$ cat src/rtl/fb_write_arbiter.sv
// Round-robin arbiter for the 1-bit framebuffer write port: each grant captures a word and
// serializes it MSB-first into consecutive addresses, one bit per clock.
module fb_write_arbiter #(
    parameter int unsigned ADDR_WIDTH = 12,
    parameter int unsigned WORD_WIDTH = 32
) (
    input  logic                  clock,
    input  logic                  reset,
    input  logic                  req0,
    input  logic                  req1,
    input  logic [ADDR_WIDTH-1:0] addr0,
    input  logic [ADDR_WIDTH-1:0] addr1,
    input  logic [WORD_WIDTH-1:0] din0,
    input  logic [WORD_WIDTH-1:0] din1,
    output logic                  ack0,
    output logic                  ack1,
    output logic                  done0,
    output logic                  done1,
    output logic                  wr_data,
    output logic [ADDR_WIDTH-1:0] wr_address,
    output logic                  wr_en,
    output logic                  busy
);

    localparam int unsigned CntWidth = $clog2(WORD_WIDTH);
    localparam logic [CntWidth-1:0] LastCnt = CntWidth'(WORD_WIDTH - 1);
    localparam logic [CntWidth-1:0] CntOne = CntWidth'(1);
    localparam logic [ADDR_WIDTH-1:0] AddrOne = ADDR_WIDTH'(1);

    typedef enum logic [1:0] {StIdle, StWrite, StDone} state_e;

    state_e                state_q;
    logic [WORD_WIDTH-2:0] buf_q;
    logic [CntWidth-1:0]   cnt_q;
    logic                  owner_q;
    logic                  last_q;
    logic                  ack0_q, ack1_q, done0_q, done1_q;
    logic                  wr_data_q, wr_en_q, busy_q;
    logic [ADDR_WIDTH-1:0] wr_addr_q;

    logic                  grant1;
    logic [ADDR_WIDTH-1:0] sel_addr;
    logic [WORD_WIDTH-1:0] sel_din;

    // Requester 1 wins alone, or on a tie when requester 0 was granted last.
    assign grant1   = req1 && (!req0 || !last_q);
    assign sel_addr = grant1 ? addr1 : addr0;
    assign sel_din  = grant1 ? din1 : din0;

    always_ff @(posedge clock) begin
        if (reset) begin
            state_q   <= StIdle;
            buf_q     <= '0;
            cnt_q     <= '0;
            owner_q   <= 1'b0;
            last_q    <= 1'b1;
            ack0_q    <= 1'b0;
            ack1_q    <= 1'b0;
            done0_q   <= 1'b0;
            done1_q   <= 1'b0;
            wr_data_q <= 1'b0;
            wr_en_q   <= 1'b0;
            busy_q    <= 1'b0;
            wr_addr_q <= '0;
        end else begin
            ack0_q  <= 1'b0;
            ack1_q  <= 1'b0;
            done0_q <= 1'b0;
            done1_q <= 1'b0;
            case (state_q)
                StIdle: begin
                    if (req0 || req1) begin
                        owner_q   <= grant1;
                        buf_q     <= sel_din[WORD_WIDTH-2:0];
                        wr_data_q <= sel_din[WORD_WIDTH-1];
                        wr_addr_q <= sel_addr;
                        wr_en_q   <= 1'b1;
                        busy_q    <= 1'b1;
                        cnt_q     <= '0;
                        ack0_q    <= !grant1;
                        ack1_q    <= grant1;
                        state_q   <= StWrite;
                    end
                end
                StWrite: begin
                    buf_q     <= {buf_q[WORD_WIDTH-3:0], 1'b0};
                    wr_addr_q <= wr_addr_q + AddrOne;
                    cnt_q     <= cnt_q + CntOne;
                    if (cnt_q == LastCnt) begin
                        wr_en_q   <= 1'b0;
                        wr_data_q <= 1'b0;
                        done0_q   <= !owner_q;
                        done1_q   <= owner_q;
                        last_q    <= owner_q;
                        state_q   <= StDone;
                    end else begin
                        wr_data_q <= buf_q[WORD_WIDTH-2];
                    end
                end
                StDone: begin
                    busy_q  <= 1'b0;
                    state_q <= StIdle;
                end
                default: state_q <= StIdle;
            endcase
        end
    end

    assign ack0       = ack0_q;
    assign ack1       = ack1_q;
    assign done0      = done0_q;
    assign done1      = done1_q;
    assign wr_data    = wr_data_q;
    assign wr_address = wr_addr_q;
    assign wr_en      = wr_en_q;
    assign busy       = busy_q;

endmodule

$ cat config.mk
export PLATFORM = sky130hd
export DESIGN_NAME = fb_write_arbiter
export DESIGN_NICKNAME = d
export VERILOG_FILES = /design/src/rtl/fb_write_arbiter.sv
export SDC_FILE = /design/constraint.sdc
export NUM_CORES = 1
export LEC_CHECK = 0
export ABC_AREA = 1
export CORE_ASPECT_RATIO = 0.7
export CORE_MARGIN = 10
export CORE_UTILIZATION = 35
export CTS_CLUSTER_SIZE = 16
export DETAILED_ROUTE_END_ITERATION = 12
export PLACE_DENSITY = 0.73
export SYNTH_ARGS = -nofsm -noshare
export SYNTH_HDL_FRONTEND = slang
export SYNTH_SLANG_ARGS = --single-unit
$ cat constraint.sdc
create_clock -name clock -period 2.7 [get_ports clock]
set_clock_uncertainty 0.1 [all_clocks]
set_input_delay 0.54 -clock clock [delete_from_list [all_inputs] [get_ports clock]]
set_output_delay 0.54 -clock clock [all_outputs]
set_load 0.1 [all_outputs]
==> results of run 1 <==
## cells in the mapped netlist (all sizes together)
library cell  instances
nand3                16
nor3b                 1
clkbuf                6
a31o                  1
o22ai                28
nor3                  1
nand2               121
o21bai                1
dfxtp                59
nand4                 2
inv                  49
a211oi                1
o21ai                27
buf                  23
o21a                  1
a31oi                 1
ha                    4
a21oi                50
o211ai                4
nor2                 99
or2                   2
## cells by family after synthesis
logic type	Yosys count	synth area share
AOI/OAI and AO/OA	114	0.201
adders and majority gates	4	0.0158
buffers and inverters	78	0.112
DFF	59	0.372
and+or+nand+nor	242	0.299
## worst register-to-register path: cells and delay by family, from the launching register on
family | cells | cell delay (ns)
buf+inv | 2 | 0.43
flops | 1 | 0.37
simple gates | 3 | 0.52
compound gates | 2 | 0.27
## per-stage QoR
stage / setup slack, ns / util / cells
final: 0.714 / 0.532 / 723
after global routing: 0.537 / 0.532 / 723
after CTS: 0.733 / 0.532 / 723
after detailed placement: 0.395 / 0.496 / 707
after global placement: 0.442 / 0.496 / 707
after floorplan: 0.576 / - / 497
## worst min path at each step
stage                  start  endpoint  slack, ns  depth (start not counted)
detailed placement   owner_q     done0       0.36                          1
floorplan            owner_q     done0       0.33                          1
CTS                  owner_q     done0       0.38                          1
global route          last_q    last_q       0.40                          2
finish                last_q    last_q       0.38                          2
global placement    cnt_q[3]  cnt_q[3]       0.35                          1
## cell type report
class / count / area (um^2) / share of cell area
clock buffers: 9 / 225 / 0.0489
multi-input cells: 360 / 1640 / 0.356
inverters: 49 / 184 / 0.0399
repair buffers: 119 / 1130 / 0.246
clock inverters: 7 / 92.6 / 0.0201
flip-flops and latches: 59 / 1180 / 0.256
well taps: 120 / 150 / 0.0326
## per-layer routing
layer,share of wire,vias up,routed length [um]
li1,-,1802,-
met5,0,-,0
met3,0.091,14,962
met1,0.46,1623,4890
met2,0.44,151,4620
met4,0.011,0,114
## flip-flops by register name, summed over array words and instances (netlist names), 2 cells and up
name        flops
wr_address     12
buf_q          31
cnt_q           5
state_q         2
## power by group
part | switching (mW) | internal, mW | leakage [nW]
clock network | 0.391 | 0.804 | 0.159
logic | 0.625 | 0.324 | 1.28
registers | 0.0651 | 0.965 | 0.486
==> results.py, run 1 <==
metrics = {
    "critical_path": {
        "cp_top_family": "buffers and inverters",
        "r2r_slack_ns": 0.96,
        "cp_num_cells": 6,
        "crit_type": "in -> reg",
        "reg2regPathDepth": 7,
        "crit_required_ns": 2.82,
        "worstPathCellList": "clkdlybuf4s50_1, o21ai_4, inv_1, nand2_1, nor2_1, a31o_2",
        "start_kind": "input pin",
        "rr_startpoint": "state_q[1]",
        "end_kind": "register",
        "cp-startpoint": "req1",
        "cpPeakStageDelay_ns": 0.46,
        "critPathBufInv": 2,
        "cp_data_arrival_time_ns": 2.10,
        "critPathCapture": "owner_q",
        "cpMaxStageDelayCell": "clkdlybuf4s50_1",
        "r2r-end": "wr_address[9]",
        "critPathMaxFanout": 14,
    },
    "drt": {
        "vias": 3590,
        "drt-total-wl_um": 10600,
        "viasPerCell": 4.97,
        "drt_iter0_markers": 225,
        "antenna_left": 0,
        "remaining_drc_errors": 0,
        "drt_pass1_iterations": 5,
        "wl_per_cell_um": 14.7,
    },
    "cts": {
        "cts.reportedPaths.clkPinSlew_ns": 0.05,
        "htreeDepth": 3,
        "post_cts_buffers": 0,
        "numCtsBuffers": 9,
        "cts.path.max_buffers": 2,
        "cts_resized": 0,
        "cts_tree": "done",
        "cts_hold_buf": 0,
        "clkSinkCount": 59,
        "root_buffer": "clkbuf_16",
        "clkLatencyLatePin_ns": 0.32,
    },
    "grt": {
        "grt_use_met2": 0.251,
        "track_usage": 0.157,
        "first_global_vias": 3521,
        "antenna_found_initial": 0,
        "grt_pass1_wl_um": 17100,
        "use_met1": 0.194,
        "grt_max_degree": 39,
        "grt.overflow.total": 0,
        "grt-busiest-layer": "met2",
        "grt_use_met3": 0.0618,
    },
    "sta": {
        "fmax_mhz": 504,
        "drv_slew": 0,
        "rsz0062_at_grt": "no",
        "holdWs_ns": 0.381,
        "min_period_ns": 1.99,
        "final-setup-viol-count": 0,
        "slew_headroom": 0.721,
        "fin_tns_setup_ns": 0,
        "worst_pin_slew_ns": 0.417,
        "fin_crit_sh": 0.736,
        "finalHoldViolCount": 0,
    },
    "yosys": {
        "seq_area_frac_synth": 0.372,
        "syn_area_um2": 3180,
        "syn_avg_cell_area_um2": 6.39,
        "synthTopCellsByArea": "dfxtp_1 (37%), nand2_1 (14%), nor2_1 (12%)",
        "synth-seq-cells": 59,
        "syn_inst": 497,
        "synth.top_cell.area_share": 0.372,
        "ys_warn_count": 0,
        "ys_types": 28,
        "syn_nets": 593,
        "yosys.area.top_type": "dfxtp_1",
    },
    "finish": {
        "final_common_cell": "nand2_1",
        "insertedDiodeCount": 0,
        "syn2layout_area_growth_pct": 45.1,
        "drive_gt1_frac": 0.0912,
        "final_area_um2": 4610,
        "fillers": 853,
        "nets": 694,
        "final_cell_mix": "nand2_1 (119), nor2_1 (98), clkdlybuf4s50_1 (91)",
    },
    "power": {
        "p_leak_nw": 1.92,
        "power_mw": 3.17,
        "p_per_area_nw_per_um2": 689,
        "peakVddDrop_mv": 0.340,
    },
    "place": {
        "place.port_buffers": 110,
        "placed_cell_area_um2": 4290,
        "gp_congestion": 0.813,
        "hpwl_um": 7820,
    },
    "floorplanning": {
        "ios": 111,
        "initial_core_util": 0.367,
        "row_count": 28,
        "die_area_um2": 13300,
        "die_y_um": 99.7,
        "core_um2": 8650,
        "die_x_um": 134,
    },
    "min_path": {
        "min_path_type": "reg -> reg",
    },
    "outcome": {
        "status": "completed",
    },
    "run": {
        "maxCapViolCount": 0,
    },
}
Power figures use the tool's default switching activity.
==> inputs of run 2 (changes only) <==
==> constraint.sdc (replaced) <==
create_clock -name clock -period 1.94 [get_ports clock]
set_clock_uncertainty 0.1 [all_clocks]
set_input_delay 0.388 -clock clock [delete_from_list [all_inputs] [get_ports clock]]
set_output_delay 0.388 -clock clock [all_outputs]
set_load 0.1 [all_outputs]
==> run 2 against run 1 <==
Clock-buffer cell count is 3 higher. Worst hold slack worse by 0.0039 ns. Routed wire length is 2.2% lower. Total power is 37% higher. Utilization is 3.4 points higher. Critical path depth is 1 lower. Design area is 6.4% higher. Register-to-register slack worse by 0.71 ns. Via count is 0.72% lower. Non-clock buffer count is 8 higher. Sequential share of layout area is 1.5 points lower. Sequential cell count stayed put.
==> results.py, run 2 (synthesized netlist as in run 1, its figures left out) <==
metrics = {
    "outcome": {
        "status": "completed",
    },
    "critical_path": {
        "start_kind": "register",
        "crit_type": "reg -> reg",
        "cp_data_arrival_time_ns": 1.78,
        "r2r_slack_ns": 0.25,
        "crit_required_ns": 2.03,
        "critPathMaxFanout": 16,
        "end_kind": "register",
    },
    "cts": {
        "cts.reportedPaths.clkPinSlew_ns": 0.05,
        "cts.path.max_buffers": 2,
        "cts_tree": "done",
        "post_cts_buffers": 0,
        "cts_hold_buf": 0,
        "clkSinkCount": 59,
        "htreeDepth": 3,
        "numCtsBuffers": 9,
        "root_buffer": "clkbuf_16",
        "clkLatencyLatePin_ns": 0.32,
        "cts_resized": 0,
    },
    "power": {
        "p_leak_nw": 2.02,
        "p_per_area_nw_per_um2": 886,
        "power_mw": 4.34,
        "peakVddDrop_mv": 0.375,
    },
    "finish": {
        "fillers": 824,
        "syn2layout_area_growth_pct": 54.4,
        "drive_gt1_frac": 0.103,
        "regMostFlops": "buf_q",
        "insertedDiodeCount": 0,
        "final_common_cell": "nand2_1",
        "nets": 702,
        "largest_reg_flops": 31,
        "final_cell_mix": "nand2_1 (119), nor2_1 (98), clkdlybuf4s50_1 (91)",
        "final_core_util": 0.567,
    },
    "sta": {
        "fin_crit_sh": 0.872,
        "drv_slew": 0,
        "finalHoldViolCount": 0,
        "slew_headroom": 0.763,
        "min_period_ns": 1.69,
        "final-setup-viol-count": 0,
        "rsz0062_at_grt": "no",
        "worst_pin_slew_ns": 0.355,
        "fmax_mhz": 591,
    },
    "floorplanning": {
        "die_x_um": 134,
        "row_count": 28,
        "ios": 111,
        "core_um2": 8650,
        "die_area_um2": 13300,
        "die_y_um": 99.7,
        "initial_core_util": 0.367,
    },
    "drt": {
        "drt_pass1_iterations": 4,
        "wl_per_cell_um": 14.2,
        "drt-total-wl_um": 10400,
        "viasPerCell": 4.88,
        "vias": 3564,
        "antenna_left": 0,
        "remaining_drc_errors": 0,
        "drt_iter0_markers": 246,
    },
    "grt": {
        "grt_pass1_wl_um": 17400,
        "grt_max_degree": 39,
        "track_usage": 0.157,
        "grt.overflow.total": 0,
        "first_global_vias": 3555,
        "antenna_found_initial": 0,
    },
    "min_path": {
        "min_path_type": "reg -> reg",
    },
    "place": {
        "hpwl_um": 7870,
        "gp_congestion": 0.836,
        "place.port_buffers": 110,
    },
    "run": {
        "maxCapViolCount": 0,
    },
}
[run 2: cell count changes in the layout (fill, tap and decap cells not counted)]
cell       delta
dfxtp_1       -3
buf_4        -15
clkbuf_8      +1
clkbuf_1      +2
clkinv_4      -2
dfxtp_2       +3
buf_12       +23
bufinv_16     -2
[run 2: per-layer routing]
layer | vias to the layer above | wire, um | GRT usage | share of wire
met1 | 1618 | 5020 | 0.204 | 0.48
met4 | 0 | 93 | 0.0417 | 0.0090
met3 | 10 | 747 | 0.0538 | 0.072
met5 | - | 0 | 0 | 0
li1 | 1822 | - | - | -
met2 | 114 | 4490 | 0.242 | 0.43
[run 2: layout make-up]
cell class              count  area, um^2  area share
clock buffers              12         246      0.0503
clock inverters             3        15.0     0.00306
inverters                  49         184      0.0375
multi-input cells         360        1640       0.335
flip-flops and latches     59        1180       0.242
well taps                 120         150      0.0306
repair buffers            127        1480       0.302
[run 2: through the flow]
stage | worst slack [ns] | area, um^2 | setup TNS, ns | cells | hold WS (ns)
detailed placement | -0.0757 | 4640 | -0.273 | 715 | 0.359
finish | 0.248 | 4900 | 0 | 730 | 0.377
CTS | 0.227 | 4900 | 0 | 730 | 0.377
floorplan | 0.0392 | 3180 | 0 | 497 | 0.325
global placement | -0.0171 | 4640 | -0.0231 | 715 | 0.350
global route | 0.111 | 4900 | 0 | 730 | 0.407
[run 2: path summary, 6_finish.rpt]
check             start        to  cells past startpoint
max          state_q[0]    last_q                      5
min reg2reg    cnt_q[3]  cnt_q[3]                      1
max reg2reg  state_q[0]    last_q                      5
min            cnt_q[3]  cnt_q[3]                      1
[run 2: critical path, cell delays in order (launching register included)]
cell and delay (ns):
dfxtp_1 0.36, nand2_2 0.22, inv_2 0.30, nand2_1 0.20
nor3_1 0.29, a31oi_1 0.08
[run 2: where the power goes]
group / leakage, nW / internal, mW / total, mW / switching [mW]
clock: 0.132 / 0.882 / 1.39 / 0.503
combinational: 1.40 / 0.625 / 1.50 / 0.871
sequential: 0.487 / 1.35 / 1.46 / 0.116
total: 2.02 / 2.85 / 4.34 / 1.49
==> inputs of run 3 (changes only) <==
==> constraint.sdc (replaced) <==
create_clock -name clock -period 1.99 [get_ports clock]
set_clock_uncertainty 0.1 [all_clocks]
set_input_delay 0.398 -clock clock [delete_from_list [all_inputs] [get_ports clock]]
set_output_delay 0.398 -clock clock [all_outputs]
set_load 0.1 [all_outputs]
==> run 3 against run 2 <==
Design area increased by 0.89%. Clock-buffer cell count unchanged. Sequential share of layout area decreased by 0.24 points. Critical endpoint is now buf_q[28]. Largest cell class unchanged.
==> results.py, run 3 (synthesized netlist as in run 1, its figures left out) <==
metrics = {
    "outcome": {
        "status": "completed",
    },
    "grt": {
        "first_global_vias": 3502,
        "track_usage": 0.155,
        "antenna_found_initial": 0,
        "grt-busiest-layer": "met2",
        "grt_use_met3": 0.0548,
        "grt_use_met2": 0.247,
        "grt_max_degree": 37,
        "grt.overflow.total": 0,
        "grt_pass1_wl_um": 17100,
        "use_met1": 0.193,
    },
    "min_path": {
        "min_path_type": "reg -> reg",
        "min_from": "owner_q",
    },
    "place": {
        "place.port_buffers": 110,
        "gp_congestion": 0.815,
        "place_inst": 715,
        "place_worst_setup_slack_ns": -0.0288,
        "hpwl_um": 7710,
    },
    "critical_path": {
        "critPathMaxFanout": 15,
        "start_kind": "input pin",
        "crit_required_ns": 2.15,
        "rr_startpoint": "cnt_q[1]",
        "crit_type": "in -> reg",
        "cp_data_arrival_time_ns": 1.88,
        "cp-startpoint": "req0",
        "end_kind": "register",
    },
    "sta": {
        "rsz0062_at_grt": "no",
        "holdWs_ns": 0.378,
        "fin_crit_sh": 0.862,
        "worst_pin_slew_ns": 0.368,
        "min_period_ns": 1.72,
        "slew_headroom": 0.755,
        "setup_slack_ns": 0.275,
        "drv_slew": 0,
        "finalHoldViolCount": 0,
        "final-setup-viol-count": 0,
        "fmax_mhz": 583,
    },
    "finish": {
        "fillers": 800,
        "largest_reg_flops": 31,
        "final_common_cell": "nand2_1",
        "multi_input_area_um2": 1640,
        "final_core_util": 0.572,
        "nets": 702,
        "stdcell_count": 731,
        "register_area_um2": 1180,
        "insertedDiodeCount": 0,
        "regMostFlops": "buf_q",
        "syn2layout_area_growth_pct": 55.8,
        "final_cell_mix": "nand2_1 (118), nor2_1 (98), clkdlybuf4s50_1 (91)",
        "drive_gt1_frac": 0.106,
    },
    "floorplanning": {
        "ios": 111,
        "die_y_um": 99.7,
        "die_x_um": 134,
        "core_um2": 8650,
        "die_area_um2": 13300,
        "row_count": 28,
        "initial_core_util": 0.367,
    },
    "drt": {
        "vias": 3534,
        "remaining_drc_errors": 0,
        "drt_pass1_iterations": 4,
        "viasPerCell": 4.83,
        "drt-total-wl_um": 10400,
        "drt_iter0_markers": 228,
        "antenna_left": 0,
        "wl_per_cell_um": 14.2,
    },
    "cts": {
        "root_buffer": "clkbuf_16",
        "cts_hold_buf": 0,
        "post_cts_buffers": 0,
        "cts.reportedPaths.clkPinSlew_ns": 0.05,
        "cts_tree": "done",
        "clkSinkCount": 59,
        "cts.path.max_buffers": 2,
        "cts_resized": 0,
        "numCtsBuffers": 9,
        "clkLatencyLatePin_ns": 0.33,
        "htreeDepth": 3,
    },
    "power": {
        "p_leak_nw": 2.03,
        "p_per_area_nw_per_um2": 919,
        "peakVddDrop_mv": 0.432,
        "power_mw": 4.55,
    },
    "run": {
        "maxCapViolCount": 0,
    },
}
==> run 3: routing by layer <==
| metal | routed length (um) | part of all wire |
|---|---|---|
| met4 | 83 | 0.0080 |
| met3 | 738 | 0.071 |
| met1 | 4960 | 0.48 |
| met5 | 0 | 0 |
| met2 | 4620 | 0.44 |
==> run 3: worst paths after layout <==
path / to / slack, ns / cells past startpoint
hold / removal: done0 / 0.38 / 1
hold reg to reg: done0 / 0.38 / 1
setup / recovery: buf_q[28] / 0.27 / 9
setup reg to reg: last_q / 0.32 / 7
==> run 3: per-stage QoR <==
| step | area [um^2] | setup TNS (ns) |
|---|---|---|
| after global routing | 4950 | 0 |
| after CTS | 4950 | 0 |
| after floorplan | 3180 | 0 |
| after detailed placement | 4620 | -0.122 |
| after global placement | 4620 | -0.0108 |
| final | 4950 | 0 |
==> run 3: critical path, cell delays in order <==
cell,delay (ns)
clkdlybuf4s50_1,0.52
nand2_1,0.08
nand2_2,0.12
buf_12,0.16
buf_4,0.17
nand2_1,0.06
a21oi_1,0.21
nor2_1,0.08
nor2_1,0.08
==> run 3: report_power, final <==
group / internal [mW] / total [mW] / switching (mW) / leakage, nW
combinational: 0.586 / 1.43 / 0.847 / 1.39
sequential: 1.31 / 1.42 / 0.113 / 0.486
clock: 1.16 / 1.69 / 0.528 / 0.159
==> run 3: layout make-up <==
cell class	instances	share of cell area
multi-input cells	360	0.332
inverters	49	0.0372
clock inverters	4	0.0147
well taps	120	0.0304
flip-flops and latches	59	0.239
clock buffers	12	0.0519
repair buffers	127	0.294
==> RTL change 1, RTL diff (config.mk and constraints of run 2) <==
Set the parameter `WORD_WIDTH` to 64 (it was 32).
--- a/src/rtl/fb_write_arbiter.sv
+++ b/src/rtl/fb_write_arbiter.sv
@@ -2,7 +2,7 @@
 // serializes it MSB-first into consecutive addresses, one bit per clock.
 module fb_write_arbiter #(
     parameter int unsigned ADDR_WIDTH = 12,
-    parameter int unsigned WORD_WIDTH = 32
+    parameter int unsigned WORD_WIDTH = 64
 ) (
     input  logic                  clock,
     input  logic                  reset,
Ports: changed (resized din0 and din1); port bits go from 111 to 175. No check against the original RTL was run, so the function may have changed too.
==> RTL change 1 against run 2 <==
Total power increased by 40%. Clock power is 26% higher. Count of clock-buffer cells in the layout stayed put. Routed wire length increased by 55%. Setup slack got worse by 0.037 ns. Cell area increased by 52%. Core utilization shrank 0.97 points. Area after synthesis is 53% higher. Sequential share of layout area increased by 0.68 points. Sequential cell count is 33 higher. Critical path type is now in2reg.
==> RTL change 1: results (changes against run 2) <==
* Clock latency on the worst-skew pair at 0.34 ns (+0.02 ns)
* Xor/xnor share of the synthesized area at 0.361% (+0.36 points)
* Share of the yosys chip area belonging to registers at 37.9% (+0.72 points)
* Setup slack, reg-to-reg at 0.29 ns (+0.04 ns)
* Largest net degree at the start of global routing at 72 (+85%)
* CP top delay family: buffers and inverters
* DR iter-0 viols at 393 (+60%)
* DP HPWL at 11.8 mm (+50%)
* Global Route Usage Sum at 16.2% (+0.48 points)
* Max reg flops at 63 (+100%)
* DR vias at 5373 (+51%)
* Routability-driven placement congestion ratio at 0.811 (-3.1%)
* Finished Cell Area at 7440 um2 (+52%)
* Number of cells on the worst reg-to-reg path at 7 (+2)
* Sw Ratio at 33.1% (-1.2 points)
* IR drop worst, VDD at 0.519 mV (+39%)
* Post-Synth Adder-Cell Area at 0.515% (-1.1 points)
* Arr. time, crit path at 1.90 ns (+0.12 ns)
* Via density at 4.73 (-3.2%)
* Most frequent cells after synthesis: 196 x nor2_1, 161 x nand2_1, 92 x dfxtp_1
* Layout filler cell count at 1241 (+51%)
* Max incr delay on CP at 0.56 ns (+0.20 ns)
* Synth top area cells: dfxtp_1 38%, nor2_1 15%, nand2_1 12%, o22ai_1 7.7%, a21oi_1 7.5%
* Final net count at 1107 (+58%)
* Synthesized instance count at 789 (+59%)
* Slew @ Worst Pin at 0.611 ns (+0.256 ns)
* Pre-CTS worst setup slack at -0.156 ns (-0.0799 ns)
* Outcome: finished clean
-- RTL change 1: path summary, 6_finish.rpt --
| path | from | endpoint |
|---|---|---|
| worst max-delay path | req1 | buf_q[4]$_SDFFE_PP0P_ |
| worst min-delay path | buf_q[0]$_SDFFE_PP0P_ | buf_q[0]$_SDFFE_PP0P_ |
| worst max register to register | state_q[0]$_SDFFE_PP0P_ | buf_q[51]$_SDFFE_PP0P_ |
| worst min register to register | buf_q[0]$_SDFFE_PP0P_ | buf_q[0]$_SDFFE_PP0P_ |
-- RTL change 1: cells by family after synthesis --
| family | Yosys count |
|---|---|
| simple gates | 392 |
| flops | 92 |
| compound gates | 166 |
| xor+xnor | 2 |
| buf+inv | 135 |
| fa+ha+maj | 2 |
-- RTL change 1: power by group through the flow --
stage / registers, mW / clock network, mW / logic (mW)
after floorplan: 2.58 / 0 / 0.886
after global placement: 2.26 / 0 / 2.07
after detailed placement: 2.27 / 0 / 2.08
after CTS: 2.23 / 1.79 / 2.10
after global routing: 2.25 / 1.87 / 2.29
final: 2.23 / 1.75 / 2.10
-- RTL change 1: cell type report --
type,count,share of cell area [%]
Tap cell,185,3.11
Inverter,85,4.29
Timing Repair Buffer,199,30.3
Sequential cell,92,24.8
Multi-Input combinational cell,562,33.5
Clock buffer,12,3.45
Clock inverter,2,0.471
-- RTL change 1: routing by layer --
| metal | GRT usage, % | share of wire, % | up-vias |
|---|---|---|---|
| met5 | 0 | 0 | - |
| met4 | 3.51 | 0.83 | 0 |
| met3 | 5.51 | 7.2 | 11 |
| met2 | 23.6 | 41 | 170 |
| met1 | 22.5 | 51 | 2355 |
| li1 | - | - | 2837 |
==> RTL change 2, RTL diff (settings of run 2) <==
Made on the original files. Encoding of `state_e`: now one-hot (3 bits for 3 states).
--- a/src/rtl/fb_write_arbiter.sv
+++ b/src/rtl/fb_write_arbiter.sv
@@ -27,7 +27,7 @@
     localparam logic [CntWidth-1:0] CntOne = CntWidth'(1);
     localparam logic [ADDR_WIDTH-1:0] AddrOne = ADDR_WIDTH'(1);
 
-    typedef enum logic [1:0] {StIdle, StWrite, StDone} state_e;
+    typedef enum logic [2:0] {StIdle = 3'b001, StWrite = 3'b010, StDone = 3'b100} state_e;
 
     state_e                state_q;
     logic [WORD_WIDTH-2:0] buf_q;
Check against the original RTL: no difference found for any inputs over 10 cycles, from zero or initial values and one cycle with reset high; not proved beyond that.
==> RTL change 2 against run 2 <==
Sequential cell count increased by 1. Area after synthesis increased by 7.2%. Sequential share of layout area decreased by 0.66 points. First-iteration DRC count decreased by 12%. Routed wire length increased by 2.8%. Cell area increased by 4.7%. Total power increased by 0.37%. Cell count increased by 10%. Setup slack got worse by 0.060 ns. Largest cell class unchanged.
==> RTL change 2: results (changes against run 2) <==
* Outcome: finished clean
* Compound-gate portion of the synthesized area at 7.06% (-13 points)
* Pre-CTS worst setup slack at 0.00692 ns (+0.0826 ns)
* Xor/xnor share of the synthesized area at 0.257% (+0.26 points)
* DR iter-0 viols at 216 (-12%)
* Routability-driven placement congestion ratio at 0.830 (-0.79%)
* Via density at 4.68 (-4.1%)
* Largest net degree at the start of global routing at 34 (-13%)
* Synthesized Nets at 662 (+12%)
* Leak at 2.48 nW (+23%)
* DP HPWL at 8.11 mm (+3.1%)
* Synth top area cells: dfxtp_1 35%, nand2_1 30%, nand3_1 7.4%, inv_1 5.6%, nor2_1 4.7%
* Final net count at 769 (+9.5%)
* Clock-pin slew on the worst setup and hold paths at 0.05 ns (about the same)
* Most frequent cells after synthesis: 268 x nand2_1, 60 x dfxtp_1, 51 x inv_1
* Vias in the first global route at 3752 (+5.5%)
* PortBufs at 110 (unchanged)
* Share of the yosys chip area belonging to registers at 35.3% (-1.9 points)
* Main flop type after synthesis: dfxtp_1
* CP max FO at 4 (-12)
* Share of layout cells above drive strength 1 at 9.59% (-0.74 points)
* Relative slew slack at 74.2% (-2.1 points)
* IR drop worst, VDD at 0.391 mV (+4.3%)
* Area post-placement at 4840 um2 (+4.4%)
* First-pass GRT wire length at 17.5 mm (+0.55%)
## RTL change 2: final timing paths
check | from | slack [ns] | to | cells past startpoint
setup reg to reg | cnt_q[0]$_SDFFE_PP0P_ | 0.19 | last_q$_SDFFE_PP1P_ | 9
setup / recovery | cnt_q[0]$_SDFFE_PP0P_ | 0.19 | last_q$_SDFFE_PP1P_ | 9
hold reg to reg | owner_q$_SDFFE_PP0P_ | 0.36 | done1$_SDFF_PP0_ | 2
hold / removal | owner_q$_SDFFE_PP0P_ | 0.36 | done1$_SDFF_PP0_ | 2
## RTL change 2: per-layer routing
layer | up-vias | share of wire [%] | GRT usage [%] | wire (um)
li1 | 1957 | - | - | -
met4 | 0 | 0.90 | 3.12 | 96
met5 | - | 0 | 0 | 0
met3 | 13 | 8.0 | 5.50 | 854
met1 | 1681 | 45 | 18.6 | 4780
met2 | 124 | 46 | 25.1 | 4910
## RTL change 2: power breakdown
group          switching [mW]  internal [mW]  leakage [nW]  total [mW]
clock network           0.506          0.992         0.145        1.50
registers               0.122           1.36         0.495        1.49
logic                   0.808          0.570          1.84        1.38
## RTL change 2: per-stage QoR
stage | std cells | hold slack [ns]
after global routing | 806 | 0.384
after detailed placement | 791 | 0.353
after floorplan | 567 | 0.323
after global placement | 791 | 0.351
after CTS | 806 | 0.360
final | 806 | 0.356
## RTL change 2: layout make-up
cell class | count | area (um2)
Clock buffer | 14 | 284
Clock inverter | 1 | 5.00
Fill cell | 903 | 4470
Inverter | 55 | 206
Multi-Input combinational cell | 423 | 1810
Sequential cell | 60 | 1210
Tap cell | 128 | 160
Timing Repair Buffer | 125 | 1470
## RTL change 2: repair_timing
action	in CTS	in global routing
endpoints found under the hold margin	0	0
endpoints found under the setup margin	0	1
resized for setup	0	1
